===== src/rtl/cpu_run_ctrl.sv =====
// Run/debug sequencer for the single-cycle CPU core: gates commit enable,
// holds the core in reset while idle, and halts on breakpoint/BREAK/limits.
module cpu_run_ctrl #(
  parameter logic [31:0] BREAK_INST = 32'h0000000D,
  parameter int unsigned MAX_CYCLES = 2048
) (
  input  logic        clk_in,
  input  logic        reset,
  input  logic        cmd_valid,
  output logic        cmd_ready,
  input  logic [2:0]  cmd_op,
  input  logic [31:0] cmd_arg,
  input  logic [31:0] pc_in,
  input  logic [31:0] inst_in,
  output logic        cpu_en,
  output logic        cpu_rst,
  output logic [2:0]  state,
  output logic        halted,
  output logic [2:0]  halt_cause,
  output logic [31:0] cycle_cnt
);

  localparam int unsigned XLEN = 32;
  localparam int unsigned CW   = 3;

  localparam logic [2:0] OP_START     = 3'd1;
  localparam logic [2:0] OP_HALT      = 3'd2;
  localparam logic [2:0] OP_STEP      = 3'd3;
  localparam logic [2:0] OP_RUN_N     = 3'd4;
  localparam logic [2:0] OP_SET_BP    = 3'd5;
  localparam logic [2:0] OP_CLR_BP    = 3'd6;
  localparam logic [2:0] OP_RESET_CPU = 3'd7;

  localparam logic [CW-1:0] CAUSE_NONE  = 3'd0;
  localparam logic [CW-1:0] CAUSE_CMD   = 3'd1;
  localparam logic [CW-1:0] CAUSE_BP    = 3'd2;
  localparam logic [CW-1:0] CAUSE_COUNT = 3'd3;
  localparam logic [CW-1:0] CAUSE_BREAK = 3'd4;
  localparam logic [CW-1:0] CAUSE_MAX   = 3'd5;

  typedef enum logic [2:0] {
    ST_IDLE  = 3'd0,
    ST_RUN   = 3'd1,
    ST_STEP  = 3'd2,
    ST_COUNT = 3'd3,
    ST_HALT  = 3'd4
  } state_e;

  state_e            state_q, state_d, cmd_base_c;
  logic [CW-1:0]     cause_q, cause_d, stop_cause_c;
  logic [XLEN-1:0]   cnt_q, cnt_d;
  logic [XLEN-1:0]   run_n_q, run_n_d;
  logic [XLEN-1:0]   bp_addr_q, bp_addr_d;
  logic              bp_en_q, bp_en_d;
  logic              skip_q, skip_d;
  logic              active_c, stop_c, stop_bp_c, stop_brk_c, stop_max_c;
  logic              cmd_acc_c, halt_cmd_c, leave_c;

  // Stop conditions and the combinational commit enable
  always_comb begin
    stop_bp_c    = bp_en_q && (pc_in == bp_addr_q) && !skip_q;
    stop_brk_c   = (inst_in == BREAK_INST);
    stop_max_c   = (MAX_CYCLES != 0) && (cnt_q >= XLEN'(MAX_CYCLES));
    stop_c       = stop_bp_c || stop_brk_c || stop_max_c;
    stop_cause_c = stop_max_c ? CAUSE_MAX : (stop_brk_c ? CAUSE_BREAK : CAUSE_BP);
    active_c     = (state_q == ST_RUN) || (state_q == ST_STEP) || (state_q == ST_COUNT);
    cmd_acc_c    = cmd_valid && cmd_ready;
    halt_cmd_c   = cmd_acc_c && (cmd_op == OP_HALT);
    cpu_en       = active_c && !stop_c && !halt_cmd_c;
  end

  // Next-state: autonomous transitions first, then command dispatch
  always_comb begin
    state_d    = state_q;
    cause_d    = cause_q;
    cnt_d      = cnt_q;
    run_n_d    = run_n_q;
    bp_addr_d  = bp_addr_q;
    bp_en_d    = bp_en_q;
    skip_d     = skip_q;
    leave_c    = 1'b0;
    cmd_base_c = state_q;

    if (cpu_en) begin
      skip_d = 1'b0;
      if (cnt_q != '1) cnt_d = cnt_q + XLEN'(1);
    end

    case (state_q)
      ST_RUN: begin
        if (stop_c) begin
          state_d = ST_HALT;
          cause_d = stop_cause_c;
        end else if (halt_cmd_c) begin
          state_d = ST_HALT;
          cause_d = CAUSE_CMD;
        end
      end
      ST_STEP: begin
        state_d = ST_HALT;
        cause_d = stop_c ? stop_cause_c : CAUSE_CMD;
      end
      ST_COUNT: begin
        if (stop_c) begin
          state_d = ST_HALT;
          cause_d = stop_cause_c;
        end else if (halt_cmd_c) begin
          state_d = ST_HALT;
          cause_d = CAUSE_CMD;
        end else begin
          run_n_d = run_n_q - XLEN'(1);
          if (run_n_q == XLEN'(1)) begin
            state_d = ST_HALT;
            cause_d = CAUSE_COUNT;
          end
        end
      end
      default: ;
    endcase

    // A stop in the same cycle lands in HALT before the command is applied
    if (stop_c && ((state_q == ST_RUN) || (state_q == ST_COUNT))) cmd_base_c = ST_HALT;

    if (cmd_acc_c) begin
      if ((cmd_base_c == ST_IDLE) || (cmd_base_c == ST_HALT)) begin
        case (cmd_op)
          OP_START: begin
            state_d = ST_RUN;
            leave_c = 1'b1;
          end
          OP_STEP: begin
            state_d = ST_STEP;
            leave_c = 1'b1;
          end
          OP_RUN_N: begin
            if (cmd_arg != '0) begin
              state_d = ST_COUNT;
              run_n_d = cmd_arg;
              leave_c = 1'b1;
            end
          end
          default: ;
        endcase
        if (leave_c && (cmd_base_c == ST_HALT)) begin
          skip_d  = 1'b1;
          cause_d = CAUSE_NONE;
        end
      end
      case (cmd_op)
        OP_SET_BP: begin
          bp_addr_d = cmd_arg;
          bp_en_d   = 1'b1;
        end
        OP_CLR_BP: bp_en_d = 1'b0;
        OP_RESET_CPU: begin
          state_d = ST_IDLE;
          cnt_d   = '0;
          cause_d = CAUSE_NONE;
          skip_d  = 1'b0;
        end
        default: ;
      endcase
    end
  end

  always_ff @(posedge clk_in) begin
    if (!reset) begin
      state_q   <= ST_IDLE;
      cause_q   <= CAUSE_NONE;
      cnt_q     <= '0;
      run_n_q   <= '0;
      bp_addr_q <= '0;
      bp_en_q   <= 1'b0;
      skip_q    <= 1'b0;
    end else begin
      state_q   <= state_d;
      cause_q   <= cause_d;
      cnt_q     <= cnt_d;
      run_n_q   <= run_n_d;
      bp_addr_q <= bp_addr_d;
      bp_en_q   <= bp_en_d;
      skip_q    <= skip_d;
    end
  end

  assign cmd_ready  = (state_q != ST_STEP);
  assign cpu_rst    = (state_q == ST_IDLE);
  assign halted     = (state_q == ST_HALT);
  assign state      = state_q;
  assign halt_cause = cause_q;
  assign cycle_cnt  = cnt_q;

endmodule


===== config.mk =====
export PLATFORM = sky130hd
export DESIGN_NAME = cpu_run_ctrl
export DESIGN_NICKNAME = d
export VERILOG_FILES = /design/src/rtl/cpu_run_ctrl.sv
export SDC_FILE = /design/constraint.sdc
export NUM_CORES = 1
export LEC_CHECK = 0
export BUFFER_PORTS_ARGS = -buffer_cell sky130_fd_sc_hd__clkbuf_2
export CORE_ASPECT_RATIO = 2
export CORE_MARGIN = 5
export CORE_UTILIZATION = 57
export DETAILED_ROUTE_END_ITERATION = 12
export PLACE_DENSITY = 0.86
export SLEW_MARGIN = 20
export SYNTH_ARGS = -nofsm -noshare
export SYNTH_HDL_FRONTEND = slang
export SYNTH_SLANG_ARGS = --single-unit

===== constraint.sdc =====
create_clock -name clk_in -period 4.6 [get_ports clk_in]
set_input_delay 0.46 -clock clk_in [delete_from_list [all_inputs] [get_ports clk_in]]
set_output_delay 0.46 -clock clk_in [all_outputs]
set_load 0.05 [all_outputs]

==> After elaboration in Yosys (flattened, before gate mapping) <==
Cells that the tools add are included.
{ "word_totals": {"reg_bits": 104, "output_inout_bits": 42} }
{ "op_classes": {"add_sub_neg": 2, "magnitude_cmp": 1, "n_eq_ne": 17, "n_mux": 46, "n_reduce_logical": 24} }
{ "ops": {"columns": ["cell", "n"], "rows": [
  ["$mux 32", 11],
  ["$mux 3", 22],
  ["$add 32x1->32 const B", 1],
  ["$eq 32x1->1 const B", 1],
  ["$eq 32x32->1", 1],
  ["$eq 32x4->1 const B", 1],
  ["$ge 32x12->1 const B", 1],
  ["$ne 32x32->1 const B", 1],
  ["$reduce_bool 32->1", 1],
  ["$sub 32x1->32 const B", 1],
  ["$pmux 3 s3", 3],
  ["$eq 3x3->1 const B", 6],
  ["$eq 3x2->1 const B", 4],
  ["$logic_and 1x1->1", 8],
  ["$mux 1", 8],
  ["$eq 3x1->1 const B", 2],
  ["$logic_not 3->1", 2],
  ["$logic_or 1x1->1", 6],
  ["$pmux 1 s2", 2],
  ["$reduce_and 2->1", 2],
  ["$logic_not 1->1", 3],
  ["$ne 3x2->1 const B", 1],
  ["$reduce_bool 2->1", 1],
  ["$reduce_or 2->1", 1]
]} }

==> Logic depth before layout (Yosys ltp) <==
{ "depth": {"depth_word": 16, "mapped_depth": 9, "mapped_depth_nobuf": 8} }

==> Least setup slack after synthesis <==
No wires, ideal clock.
{ "synth_timing": {"path_type": "register to output", "from": "register state_q[1] (netlist: state[1])", "to": "output cpu_en", "t_arrival_ns": 2.675, "slack_ns": 1.465, "path_stages_with_launch": 8, "path_buffers": 2, "cell_sequence": "dfxtp_1 -> or3b_2 -> clkbuf_1 -> nand2_1 -> and2_1 -> nand3_1 -> clkbuf_1 -> inv_1"} }
{ "synth_via": {"elab_chain_cells": 5, "elab_cells_between_ends": 11, "classes_between": "eq/ne: 4; reduce/logical: 7"} }
{ "synth_lines": {"columns": ["element", "line_no", "source"], "rows": [
  ["start, declared", "49", "state_e state_q, state_d, cmd_base_c;"],
  ["start signal, assigned", "176", "state_q <= state_d;"],
  ["$ne 3x2->1", "186", "assign cmd_ready = (state_q != ST_STEP);"],
  ["net cmd_ready", "10", "output logic cmd_ready,"],
  ["$logic_and 1x1->1", "67", "cmd_acc_c = cmd_valid && cmd_ready;"],
  ["$logic_and 1x1->1", "68", "halt_cmd_c = cmd_acc_c && (cmd_op == OP_HALT);"],
  ["$logic_not 1->1", "69", "cpu_en = active_c && !stop_c && !halt_cmd_c;"],
  ["$logic_and 1x1->1", "69", null],
  ["end, declared", "15", "output logic cpu_en,"]
]} }
The timed path passes the listed nets, and every way through them passes these cells.

==> Worst setup path in the final report <==
{ "layout_timing": {"from": "register bp_addr_q[24]", "to": "output cpu_en"} }
{ "layout_via": {"elab_chain_cells": 8} }
{ "layout_lines": {"columns": ["element", "line_no", "source"], "rows": [
  ["start, declared", "53", "logic [XLEN-1:0] bp_addr_q, bp_addr_d;"],
  ["start signal, assigned", "180", "bp_addr_q <= bp_addr_d;"],
  ["$eq 32x32->1", "61", "stop_bp_c = bp_en_q && (pc_in == bp_addr_q) && !skip_q;"],
  ["$logic_and 1x1->1 (2 in series)", "61", null],
  ["$logic_or 1x1->1 (2 in series)", "64", "stop_c = stop_bp_c || stop_brk_c || stop_max_c;"],
  ["$logic_not 1->1", "69", null],
  ["$logic_and 1x1->1 (2 in series)", "69", null]
]} }
Every way passes these cells.

==> flow_metrics.env <==
export IMPL_ys_warn_count=0
export IMPL_synth_edf_count=0
export IMPL_pwr_share_clk=0.382
export IMPL_worstPathArrival_ps=3100
export IMPL_slew_violations=0
export IMPL_hold_buffers=0
export IMPL_cts_buffer_depth=2
export IMPL_root_buffer="clkbuf_16"
export IMPL_drt_pass1_iterations=5
export IMPL_synth_nets=742
export IMPL_grt_pass1_vias=5310
export IMPL_diodes=0
export IMPL_overflow=0
export IMPL_p_sw_w=0.000577
export IMPL_layout_commonest_cell="clkbuf_2"
export IMPL_critPathBufInv=3
export IMPL_num_rows=49
export IMPL_tritoncts="built"
export IMPL_coreArea_um2=9010
export IMPL_die_w_um=77.7
export IMPL_final_util=0.692
export IMPL_fin_crit_ps=3560
export IMPL_synthArstFlopShare=0
export IMPL_wirelength_um=15300
export IMPL_clkTransAtPathRegs_ps=70
export IMPL_grt_pass1_wl_um=24200
export IMPL_antenna_found_initial=0
export IMPL_p_leak_nw=2.41
export IMPL_insertion_delay_ps=360
export IMPL_max_slew_worst_pin_slew_ps=843
export IMPL_total_power_w=0.00205
export IMPL_vias=5413
export IMPL_seqPwrFrac=0.465
export IMPL_maxSlewHeadroom=0.432
export IMPL_drv_cap=0
export IMPL_ios=144
export IMPL_p_int_w=0.00147
export IMPL_nets=867
export IMPL_critPathCaptureType="primary output"
export IMPL_max_stage_delay_ps=620
export IMPL_die_area_um2=11300
export IMPL_initial_utilization=0.580
export IMPL_portBuffers=143
export IMPL_drc=0
export IMPL_critPathKind="flop to primary output"
export IMPL_crit_fanout=19
export IMPL_multi_input_area_um2=2910
export IMPL_ant_nets=0
export IMPL_cts_resized=0
export IMPL_grt_usage=0.261
export IMPL_setup_viol=0
export IMPL_syn_avg_cell_area_um2=8.22
export IMPL_wl_per_cell_um=17.6
export IMPL_synth_seq_area_share=0.398
export IMPL_cts_max_level=3
export IMPL_cp_common_cell="nand3_1"
export IMPL_fill_cells=755
export IMPL_ys_types=56
export IMPL_grt_max_degree=64
export IMPL_setup_tns_ps=0
export IMPL_fin_crit_sh=0.773
export IMPL_drive_gt1_frac=0.233
export IMPL_cts_setup_buffers=0
export IMPL_ys_ff_latch=104
export IMPL_register_area_um2=2080
export IMPL_cts_sinks=104
export IMPL_ir_drop_mv=0.261
export IMPL_start_kind="flop"
export IMPL_final_cell_mix="clkbuf_2, dfxtp_1, nand2_1"
export IMPL_fmax_ghz=0.281
export IMPL_gp_congestion=0.948
export IMPL_synthFlopType="dfxtp_1"
export IMPL_drtIter0Drc=340
export IMPL_dp_hpwl_um=11800
export IMPL_synth_cells=636
export IMPL_netlist_area_um2=5230
export IMPL_finClkSkew_ps=10.0
export IMPL_rsz0062_at_grt="false"
export IMPL_combPwrFrac=0.154
export IMPL_cp_top_family="compound AO/OA/AOI/OAI gates"
export IMPL_chipHeight_um=145
export IMPL_crit_slowest_cell="a2111oi_0"
export IMPL_powerDensity_nw_per_um2=329
export IMPL_viasPerCell=6.24
export IMPL_hp_class="input pin to flop"
export IMPL_worstPathRequired_ps=4140
export IMPL_area_delta_synth_final_pct=19.3
export IMPL_status="finished clean"
export IMPL_path_cells="xor2_1 > a2111o_1 > a2111oi_0 > nand3_1 > buf_4 > nand3_1 > inv_1 > clkbuf_2"
export IMPL_cts_buffers=9
export IMPL_finalHoldViolCount=0
export IMPL_swShare=0.282
worst paths after layout:
kind / start / endpoint / slack, ps / depth (start not counted)
max reg2reg: bp_addr_q[24]$_SDFFE_PN0P_ / run_n_q[13]$_SDFF_PN0_ / 1420 / 7
min reg2reg: bp_addr_q[8]$_SDFFE_PN0P_ / bp_addr_q[8]$_SDFFE_PN0P_ / 470 / 2
min: cmd_arg[2] / bp_addr_q[2]$_SDFFE_PN0P_ / 360 / 3
max: bp_addr_q[24]$_SDFFE_PN0P_ / cpu_en / 1040 / 8
through the flow:
stage / hold slack, ps / cells / setup WS [ps] / area (um^2)
floorplan: 436 / 636 / 1460 / 5230
global placement: 451 / 852 / 1380 / 5930
detailed placement: 456 / 852 / 1250 / 5930
CTS: 353 / 867 / 1100 / 6230
global route: 365 / 867 / 804 / 6230
finish: 356 / 867 / 1040 / 6230
worst register-to-register path, cell delays in order (launching register included):
cell and delay [ps]:
dfxtp_1 320, xor2_1 170, a2111o_1 390, a2111oi_0 620, and3_1 750, or4_1 500, o21ai_0 160, a31oi_1 190
logic make-up (layout without fill, tap and decap cells):
| group | count (synthesis) | after routing | share of synthesized area |
|---|---|---|---|
| compound gates | 152 | 152 | 0.165 |
| xor+xnor | 50 | 50 | 0.0838 |
| fa+ha+maj | 4 | 4 | 0.00958 |
| buf+inv | 48 | 177 | 0.0465 |
| flops | 104 | 104 | 0.398 |
| mux | 3 | 3 | 0.00575 |
| simple gates | 275 | 275 | 0.290 |
final cells by class:
type,count,share of cell area
multi-input cells,484,0.467
flip-flops and latches,104,0.334
repair buffers,150,0.123
clock buffers,9,0.0361
well taps,102,0.0205
clock inverters,6,0.0122
inverters,12,0.00723
Yosys cell counts (4+ instances only):
cell type / count / area share
a21oi_1: 62 / 0.059
a31oi_1: 13 / 0.016
and2_1: 24 / 0.029
and3_1: 6 / 0.0072
buf_6: 8 / 0.017
clkbuf_1: 26 / 0.019
dfxtp_1: 104 / 0.40
ha_1: 4 / 0.0096
inv_1: 11 / 0.0079
nand2_1: 92 / 0.066
nand2b_1: 4 / 0.0048
nand3_1: 18 / 0.017
nand4_1: 17 / 0.020
nor2_1: 16 / 0.011
nor3_1: 15 / 0.014
nor4_1: 28 / 0.034
o21ai_0: 49 / 0.047
o31ai_1: 8 / 0.011
or3_1: 9 / 0.011
or4_1: 20 / 0.029
xnor2_1: 43 / 0.072
xor2_1: 7 / 0.012
flip-flops by register name, summed over array words and instances, names as in the netlist:
name,cells
bp_en_q,1
bp_addr_q,32
halt_cause,3
state,3
skip_q,1
run_n_q,32
cycle_cnt,32
power by group through the flow:
stage                     clock network (W)  logic (W)  registers, W
final                              0.000782   0.000314      0.000952
after global routing               0.000825   0.000342      0.000954
after floorplan                           0   0.000194      0.000980
after detailed placement                  0   0.000310      0.000971
after CTS                          0.000789   0.000312      0.000951
after global placement                    0   0.000301      0.000969
metal layers:
layer,part of all wire,GRT usage,up-vias
met4,0.063,0.179,0
met5,0,0,-
met1,0.35,0.268,2475
met3,0.080,0.0508,75
li1,-,-,2555
met2,0.51,0.459,308
Note: power is estimated with default switching activity, not from simulation.
